<file path="config.mk">
export PLATFORM = sky130hd
export DESIGN_NAME = serial_add_ctrl_flat
export DESIGN_NICKNAME = d
export VERILOG_FILES = /design/src/rtl/serial_add_ctrl_pkg.sv /design/src/rtl/serial_add_ctrl_if.sv /design/src/rtl/serial_add_ctrl_full.sv /design/src/rtl/serial_add_ctrl.sv /design/src/flat_wrapper.sv
export SDC_FILE = /design/constraint.sdc
export NUM_CORES = 1
export LEC_CHECK = 0
export CAP_MARGIN = 20
export CORE_AREA = 2 2 62 64
export CTS_BUF_LIST = sky130_fd_sc_hd__clkbuf_16
export DETAILED_ROUTE_END_ITERATION = 16
export DIE_AREA = 0 0 64 66
export GPL_ROUTABILITY_DRIVEN = 1
export GPL_TIMING_DRIVEN = 0
export PLACE_DENSITY_LB_ADDON = 0.1
export REMOVE_ABC_BUFFERS = 1
export SYNTH_ARGS = -nofsm -noshare
export SYNTH_HDL_FRONTEND = slang
export SYNTH_SLANG_ARGS = --single-unit
</file>
<file path="constraint.sdc">
create_clock -name clk -period 1.15 [get_ports clk]
set_input_delay 0.1725 -clock clk [delete_from_list [all_inputs] [get_ports clk]]
set_output_delay 0.1725 -clock clk [all_outputs]
set_load 0.1 [all_outputs]
</file>
<file path="src/rtl/serial_add_ctrl_pkg.sv">
// Shared types for the bit-serial adder/subtractor controller.
// The FSM state encoding and the add/subtract mode constants live here.
package serial_add_pkg;

    typedef enum logic [1:0] {
        IDLE = 2'd0,
        RUN  = 2'd1,
        DONE = 2'd2
    } state_t;

    localparam logic ADD = 1'b0;
    localparam logic SUB = 1'b1;

endpackage

</file>
<file path="src/rtl/serial_add_ctrl_if.sv">
// Request/result bundle between a control unit (master) and the serial adder (slave).
// Operands and mode travel with start; the result comes back with a done pulse.
interface serial_add_ctrl_if #(
    parameter int WIDTH = 8
);
    logic             start;
    logic             sub;
    logic [WIDTH-1:0] a;
    logic [WIDTH-1:0] b;
    logic             cin;
    logic             ready;
    logic             done;
    logic [WIDTH-1:0] sum;
    logic             cout;
    logic             ovf;

    modport master (
        output start, sub, a, b, cin,
        input  ready, done, sum, cout, ovf
    );

    modport slave (
        input  start, sub, a, b, cin,
        output ready, done, sum, cout, ovf
    );
endinterface

</file>
<file path="src/rtl/serial_add_ctrl_full.sv">
// One-bit full-adder cell shared by the serial datapath.
module full (
    output logic S,
    output logic C,
    input  logic A,
    input  logic B,
    input  logic Cin
);
    assign S = A ^ B ^ Cin;
    assign C = (A & B) | (Cin & (A ^ B));
endmodule

</file>
<file path="src/rtl/serial_add_ctrl.sv">
// Bit-serial add/subtract controller: one operand bit per clock, LSB first,
// through a single full-adder cell, with the carry held in a flop between bits.
module serial_add_ctrl
    import serial_add_pkg::*;
#(
    parameter int WIDTH = 8
) (
    input  logic               clk,
    input  logic               rst,
    serial_add_ctrl_if.slave   bus
);
    localparam int CW = (WIDTH > 1) ? $clog2(WIDTH) : 1;

    state_t           state_reg;
    state_t           state_next;
    logic [WIDTH-1:0] sa_reg;
    logic [WIDTH-1:0] sb_reg;
    logic [WIDTH-1:0] res_reg;
    logic [CW-1:0]    count_reg;
    logic             carry_reg;
    logic             ovf_reg;
    logic             ready_reg;
    logic             done_reg;

    logic             cell_s;
    logic             cell_c;
    logic             last_bit;
    logic             accept;

    full u_full (
        .S   (cell_s),
        .C   (cell_c),
        .A   (sa_reg[0]),
        .B   (sb_reg[0]),
        .Cin (carry_reg)
    );

    assign last_bit = (count_reg == CW'(WIDTH - 1));
    assign accept   = (state_reg == IDLE) && bus.start;

    always_comb begin
        state_next = state_reg;
        case (state_reg)
            IDLE:    if (bus.start) state_next = RUN;
            RUN:     if (last_bit)  state_next = DONE;
            DONE:    state_next = IDLE;
            default: state_next = IDLE;
        endcase
    end

    always_ff @(posedge clk or posedge rst) begin
        if (rst) begin
            state_reg <= IDLE;
            ready_reg <= 1'b1;
            done_reg  <= 1'b0;
        end else begin
            state_reg <= state_next;
            ready_reg <= (state_next == IDLE);
            done_reg  <= (state_next == DONE);
        end
    end

    // Subtraction is A + ~B + 1, so the inversion and the forced carry happen at load.
    always_ff @(posedge clk or posedge rst) begin
        if (rst) begin
            sa_reg    <= '0;
            sb_reg    <= '0;
            res_reg   <= '0;
            count_reg <= '0;
            carry_reg <= 1'b0;
            ovf_reg   <= 1'b0;
        end else if (accept) begin
            sa_reg    <= bus.a;
            sb_reg    <= (bus.sub == SUB) ? ~bus.b : bus.b;
            carry_reg <= (bus.sub == SUB) ? 1'b1 : bus.cin;
            res_reg   <= '0;
            count_reg <= '0;
            ovf_reg   <= 1'b0;
        end else if (state_reg == RUN) begin
            res_reg   <= {cell_s, res_reg[WIDTH-1:1]};
            sa_reg    <= sa_reg >> 1;
            sb_reg    <= sb_reg >> 1;
            carry_reg <= cell_c;
            count_reg <= count_reg + CW'(1);
            // On the MSB, carry_reg is the carry into it and cell_c the carry out.
            if (last_bit) begin
                ovf_reg <= carry_reg ^ cell_c;
            end
        end
    end

    assign bus.ready = ready_reg;
    assign bus.done  = done_reg;
    assign bus.sum   = res_reg;
    assign bus.cout  = carry_reg;
    assign bus.ovf   = ovf_reg;

endmodule

</file>
<file path="src/flat_wrapper.sv">
// flat-port wrapper written by rule: the top's interface ports become plain ports
module serial_add_ctrl_flat import serial_add_pkg::*;
#(
    parameter int WIDTH = 8
)
  (clk, rst, bus_start, bus_sub, bus_a, bus_b, bus_cin, bus_ready, bus_done, bus_sum, bus_cout, bus_ovf);
  serial_add_ctrl_if #(.WIDTH(WIDTH)) bus_i ();
  input  logic clk;
  input  logic rst;
  input wire logic [$bits(bus_i.start)-1:0] bus_start;
  input wire logic [$bits(bus_i.sub)-1:0] bus_sub;
  input wire logic [$bits(bus_i.a)-1:0] bus_a;
  input wire logic [$bits(bus_i.b)-1:0] bus_b;
  input wire logic [$bits(bus_i.cin)-1:0] bus_cin;
  output wire logic [$bits(bus_i.ready)-1:0] bus_ready;
  output wire logic [$bits(bus_i.done)-1:0] bus_done;
  output wire logic [$bits(bus_i.sum)-1:0] bus_sum;
  output wire logic [$bits(bus_i.cout)-1:0] bus_cout;
  output wire logic [$bits(bus_i.ovf)-1:0] bus_ovf;
  assign bus_i.start = bus_start;
  assign bus_i.sub = bus_sub;
  assign bus_i.a = bus_a;
  assign bus_i.b = bus_b;
  assign bus_i.cin = bus_cin;
  assign bus_ready = bus_i.ready;
  assign bus_done = bus_i.done;
  assign bus_sum = bus_i.sum;
  assign bus_cout = bus_i.cout;
  assign bus_ovf = bus_i.ovf;
  serial_add_ctrl #(.WIDTH(WIDTH)) u_core (.clk(clk), .rst(rst), .bus(bus_i));
endmodule
</file>
# Yosys cells after proc, flatten, opt, wreduce, memory -nomap -nowiden
# Index checks and enable logic that the tools add are counted.
[totals]
output_inout_bits = 12
reg_bits = 33
[classes]
eq_ne = 3
addsub = 1
muxes = 18
n_reduce_logical = 6
bitwise = 7
[op_table]
columns = ["operator", "count"]
rows = [
  ["2-to-1 mux 8 bit", 7],
  ["NOT 8 bit", 1],
  ["2-to-1 mux 1 bit", 6],
  ["2-to-1 mux 3 bit", 2],
  ["logical NOT 2 bit", 2],
  ["2-to-1 mux 2 bit", 2],
  ["case mux 2 bit (2 select lines)", 1],
  ["nonzero test 2 bit", 2],
  ["adder 3 x 1 -> 3 bit, second input constant", 1],
  ["== test 3 bit, second input constant", 1],
  ["XOR 1 bit", 3],
  ["AND 1 bit", 2],
  ["== test 2 x 1 -> 1 bit, second input constant", 1],
  ["== test 2 bit, second input constant", 1],
  ["AND reduction 2 bit", 1],
  ["logical AND 1 bit", 1],
  ["OR 1 bit", 1],
]

# Depth between registers and ports, before layout
[depth]
depth_word = 7
mapped_depth = 5
depth_no_buf = 5

# Modules after synthesis
# Synthesis repeated with hierarchy kept, for this count alone.
[unflattened]
hier_cells = 152
hier_area_um2 = 1617.8
[modules_own_cells]
columns = ["module", "cells_per_inst", "n_inst", "seq_area_each_um2", "area_each_um2"]
rows = [
  ["serial_add_ctrl", 151, 1, 827.0, 1597.8],
  ["full", 1, 1, 0.0, 20.0],
]

# Least setup slack after synthesis
# No wires, ideal clock.
[synth_timing]
path_type = "flip-flop to flip-flop"
startpoint = "register u_core.carry_reg, in the netlist u_core.bus.cout"
endpoint = "register u_core.res_reg[7], in the netlist u_core.bus.sum[7]"
setup_slack_ns = -0.664
stages_incl_launch_ff = 3
synth_period_minus_slack_ns = 1.814
path_buffers = 0
setup_ns = 0.122
t_arrival_ns = 1.692
cell_sequence = "dfrtp_1 > fa_1 > a22o_1"
[synth_via]
elab_chain_len = 3
[synth_lines]
columns = ["item", "line", "text"]
rows = [
  ["start, declared", "serial_add_ctrl.sv:20", "logic carry_reg;"],
  ["start signal, assigned", "serial_add_ctrl.sv:75", "carry_reg <= (bus.sub == SUB) ? 1'b1 : bus.cin;"],
  ["start signal, assigned", "serial_add_ctrl.sv:83", "carry_reg <= cell_c;"],
  ["XOR 1 bit", "serial_add_ctrl_full.sv:9", "assign S = A ^ B ^ Cin;"],
  ["2-to-1 mux 8 bit", "serial_add_ctrl.sv:79", "end else if (state_reg == RUN) begin"],
  ["2-to-1 mux 8 bit", "serial_add_ctrl.sv:72", "end else if (accept) begin"],
  ["end signal, assigned", "serial_add_ctrl.sv:80", "res_reg <= {cell_s, res_reg[WIDTH-1:1]};"],
  ["end, declared", "serial_add_ctrl.sv:18", "logic [WIDTH-1:0] res_reg;"],
]
# Every way passes these cells. The select of a mux whose other input is x is not followed.
# A chain may end at the register's enable or synchronous reset.

# Final worst setup path
[layout_timing]
startpoint = "register u_core.state_reg[1]"
endpoint = "register u_core.res_reg[1], in the netlist u_core.bus.sum[1]"
[layout_via]
elab_chain_len = 3
elab_cells_between_ends = 5
classes_between = "eq/ne (1); mux (1); reduce/logical (3)"
[layout_lines]
columns = ["item", "line", "text"]
rows = [
  ["start, declared", "serial_add_ctrl.sv:14", "state_t state_reg;"],
  ["start signal, assigned", "serial_add_ctrl.sv:57", "state_reg <= state_next;"],
  ["logical NOT 2 bit", "serial_add_ctrl.sv:39", "assign accept = (state_reg == IDLE) && bus.start;"],
  ["logical AND 1 bit", "serial_add_ctrl.sv:39", ""],
  ["2-to-1 mux 8 bit or nonzero test 2 bit (tied branches)", "-", ""],
]
# Parallel ways exist; a longest one is shown, timed or not.

==> flow_metrics.py <==
metrics = {
    "critical_path": {
        "critical_path_class": "reg2reg",
        "worst_r2r_setup_slack_ns": -0.09,
        "crit_path_top_delay_cell": "sky130_fd_sc_hd__dfrtp_4",
        "setup.worst_path.start_class": "flip-flop",
        "timing.critical_path.cells": "buf_6 > o21bai_4 > a22o_1",
        "timing.critical_path.required_ns": 1.31,
        "critical_path_arrival_ns": 1.41,
        "crit_path_max_incr_delay_ns": 0.51,
        "endpoint_kind": "flip-flop",
        "critical_path.max_fanout": 6,
    },
    "sta": {
        "rsz0062_at_grt": "yes",
        "setup_viol": 30,
        "whs_ns": 0.292,
        "maxClockFrequency_mhz": 803,
        "slew_headroom_pct": 56.1,
        "fin_worst_skew_ns": 0.00364,
        "final_hold_viol_count": 0,
        "min_period_ns": 1.24,
        "pin_slew_with_the_least_headroom_to_its_limit_ns": 0.658,
        "timing.final.crit_share_pct": 108,
        "report.final.slew_viol_count": 0,
        "final.setup.worst_slack_ns": -0.0946,
    },
    "outcome": {
        "result_of_the_run": "finished with violations",
        "failed_checks": "setup timing",
    },
    "layout": {
        "layout.nets": 211,
        "fillers": 267,
        "diodes": 0,
        "drive_above_1_share_pct": 37.2,
        "finish.instance_area_um2": 2360,
        "area_overhead_of_the_layout_relative_to_synthesis_pct": 50.8,
    },
    "global_routing": {
        "gr-usage-all-layers_pct": 20.2,
        "gr-total-overflow": 0,
        "grt_start_max_net_pins": 20,
        "grt_first_pass_wirelength_um": 6450,
        "number_of_antenna_violations_at_the_first_check_in_global_routing": 0,
        "grt_pass1_vias": 1292,
    },
    "detailed_routing": {
        "initialDrtViolationCount": 37,
        "wl_per_cell_um": 16.8,
        "route.vias.total": 1261,
        "detail-route-antenna-nets": 0,
        "firstDrtPassIters": 4,
        "remaining_drc_errors": 0,
        "wirelength_um": 3960,
        "routed_via_density": 5.34,
    },
    "place": {
        "detailedPlace.worstSlack_ns": -0.767,
        "gpl.final_weighted_congestion": 0.702,
        "hpwlAfterDp_um": 2090,
        "port_buffers": 32,
        "postPlaceCellArea_um2": 1920,
    },
    "die": {
        "dieHeight_um": 66,
        "design.die.area_um2": 4220,
        "std_cell_rows": 22,
        "starting_utilization_of_the_core_area_pct": 44.0,
        "io_pins": 33,
        "area_of_the_placeable_core_um2": 3550,
        "floorplan.die.width_um": 64,
    },
    "cts": {
        "total_clock_buffers_created_by_cts": 5,
        "clock-root-buffer": "sky130_fd_sc_hd__clkbuf_16",
        "tritoncts": "yes",
        "clock_net_sink_count": 33,
        "path_clk_slew_ns": 0.05,
        "clk_path_buf_depth": 2,
        "htreeDepth": 2,
        "worst_skew_pair.late_latency_ns": 0.28,
        "hold_buffers": 0,
    },
    "synth": {
        "synth_enable_flop_cells": 0,
        "synth_top_cell_area_share_pct": 51.2,
        "yosysMostFrequentCell": "sky130_fd_sc_hd__dfrtp_1",
        "postSynthRegisterBits": 33,
        "post_synth_inst_count": 136,
        "synthArstFlopShare_pct": 100,
        "syn_area_per_cell_um2": 11.5,
        "synthFlopType": "sky130_fd_sc_hd__dfrtp_1",
        "syn-cell-area_um2": 1560,
        "seq_area_frac_synth_pct": 52.9,
        "yosysTopAreaCell": "sky130_fd_sc_hd__dfrtp_1",
        "ys_top_cells_by_count": "sky130_fd_sc_hd__dfrtp_1 (32), sky130_fd_sc_hd__nand2_1 (19), sky130_fd_sc_hd__o21ai_1 (11), sky130_fd_sc_hd__a22o_1 (10)",
        "yosysWarningCount": 0,
        "synthTopCellsByArea": "sky130_fd_sc_hd__dfrtp_1 (51%), sky130_fd_sc_hd__o221ai_2 (6.7%), sky130_fd_sc_hd__a22o_1 (5.6%), sky130_fd_sc_hd__nand2_1 (4.6%), sky130_fd_sc_hd__xnor2_1 (4.5%)",
        "yosysUniqueCellTypes": 25,
    },
    "power_and_ir_drop": {
        "leakagePower_nw": 1.05,
        "worst_ir_drop_vdd_mv": 1.57,
        "total_power_mw": 6.86,
        "cellPowerDensity_nw_per_um2": 2910,
    },
    "min_path": {
        "min-delay-path-class": "in2async",
    },
    "flow_run": {
        "cap_violations": 0,
    },
}
-- logic make-up after synthesis --
| group | synth area share (%) |
|---|---|
| buffers and inverters | 4.16 |
| XOR/XNOR | 5.04 |
| adder cells (fa/ha/maj) | 2.88 |
| multiplexers | 0.721 |
| AO/OA/AOI/OAI | 23.1 |
| flip-flops | 52.9 |
| AND/OR/NAND/NOR | 11.1 |
-- stage by stage --
step	setup TNS, ns	utilization [%]	cells
floorplan	-14.08	-	126
global placement	-49.80	53.1	206
detailed placement	-28.05	54.2	208
CTS	-0.653	63.2	230
global route	-2.87	66.3	236
finish	-1.67	66.3	236
-- where the power goes --
part,internal (mW),switching [mW],total [mW]
logic,1.42,2.18,3.59
registers,1.63,0.389,2.02
clock network,0.784,0.469,1.25
total,3.83,3.03,6.86
-- critical path: cells and delay by family (launching register included) --
family                 cells  cell delay, ns
DFF                        1            0.51
AOI/OAI and AO/OA          2            0.47
buffers and inverters      1            0.15
-- path summary, 6_finish.rpt --
kind / depth (start not counted) / from / to
max: 3 / u_core.state_reg[1]$_DFF_PP0_ / u_core.bus.sum[1]$_DFFE_PP0P_
min: 2 / rst / u_core.sb_reg[6]$_DFFE_PP0P_
max reg2reg: 3 / u_core.state_reg[1]$_DFF_PP0_ / u_core.bus.sum[1]$_DFFE_PP0P_
min reg2reg: 2 / u_core.sb_reg[3]$_DFFE_PP0P_ / u_core.sb_reg[3]$_DFFE_PP0P_
max in group asynchronous: 3 / rst / u_core.state_reg[1]$_DFF_PP0_
min in group clk: 3 / bus_a[7] / u_core.sa_reg[7]$_DFFE_PP0P_
-- cell type report --
| class | count | area (um2) | share of cell area (%) |
|---|---|---|---|
| clock inverter | 3 | 13.8 | 0.584 |
| sequential | 33 | 836 | 35.5 |
| clock buffer | 5 | 125 | 5.31 |
| inverter | 2 | 7.51 | 0.319 |
| tap | 48 | 60.1 | 2.55 |
| multi-input combinational | 95 | 808 | 34.3 |
| timing repair buffer | 50 | 505 | 21.5 |
-- routing by layer --
metal	routed length (um)	GRT usage, %	vias to the layer above
met5	0	0	-
met3	177	4.09	6
met1	1680	25.5	634
met4	57	8.42	0
li1	-	-	588
met2	2040	33.9	33
-- layout by cell type, fill, tap and decap left out, types with 3 or more instances in the layout --
master and n:
sky130_fd_sc_hd__buf_4 17, sky130_fd_sc_hd__a21oi_1 7, sky130_fd_sc_hd__buf_6 10, sky130_fd_sc_hd__and2b_1 6
sky130_fd_sc_hd__a22oi_2 7, sky130_fd_sc_hd__nand2_1 19, sky130_fd_sc_hd__o21ai_1 9, sky130_fd_sc_hd__clkbuf_16 5
sky130_fd_sc_hd__o221ai_2 7, sky130_fd_sc_hd__dfrtp_1 29, sky130_fd_sc_hd__inv_1 3, sky130_fd_sc_hd__xnor2_1 8
sky130_fd_sc_hd__a22o_1 10, sky130_fd_sc_hd__clkdlybuf4s50_1 18
-- timing repair --
item | CTS | global route
endpoints found under the setup margin | 45 | 33
resized for setup | 103 | 17
cloned | 3 | 2
buffers inserted | 11 | 4
endpoints found under the hold margin | 0 | 0
pin swaps | 15 | 11
Power figures use the tool's default switching activity.
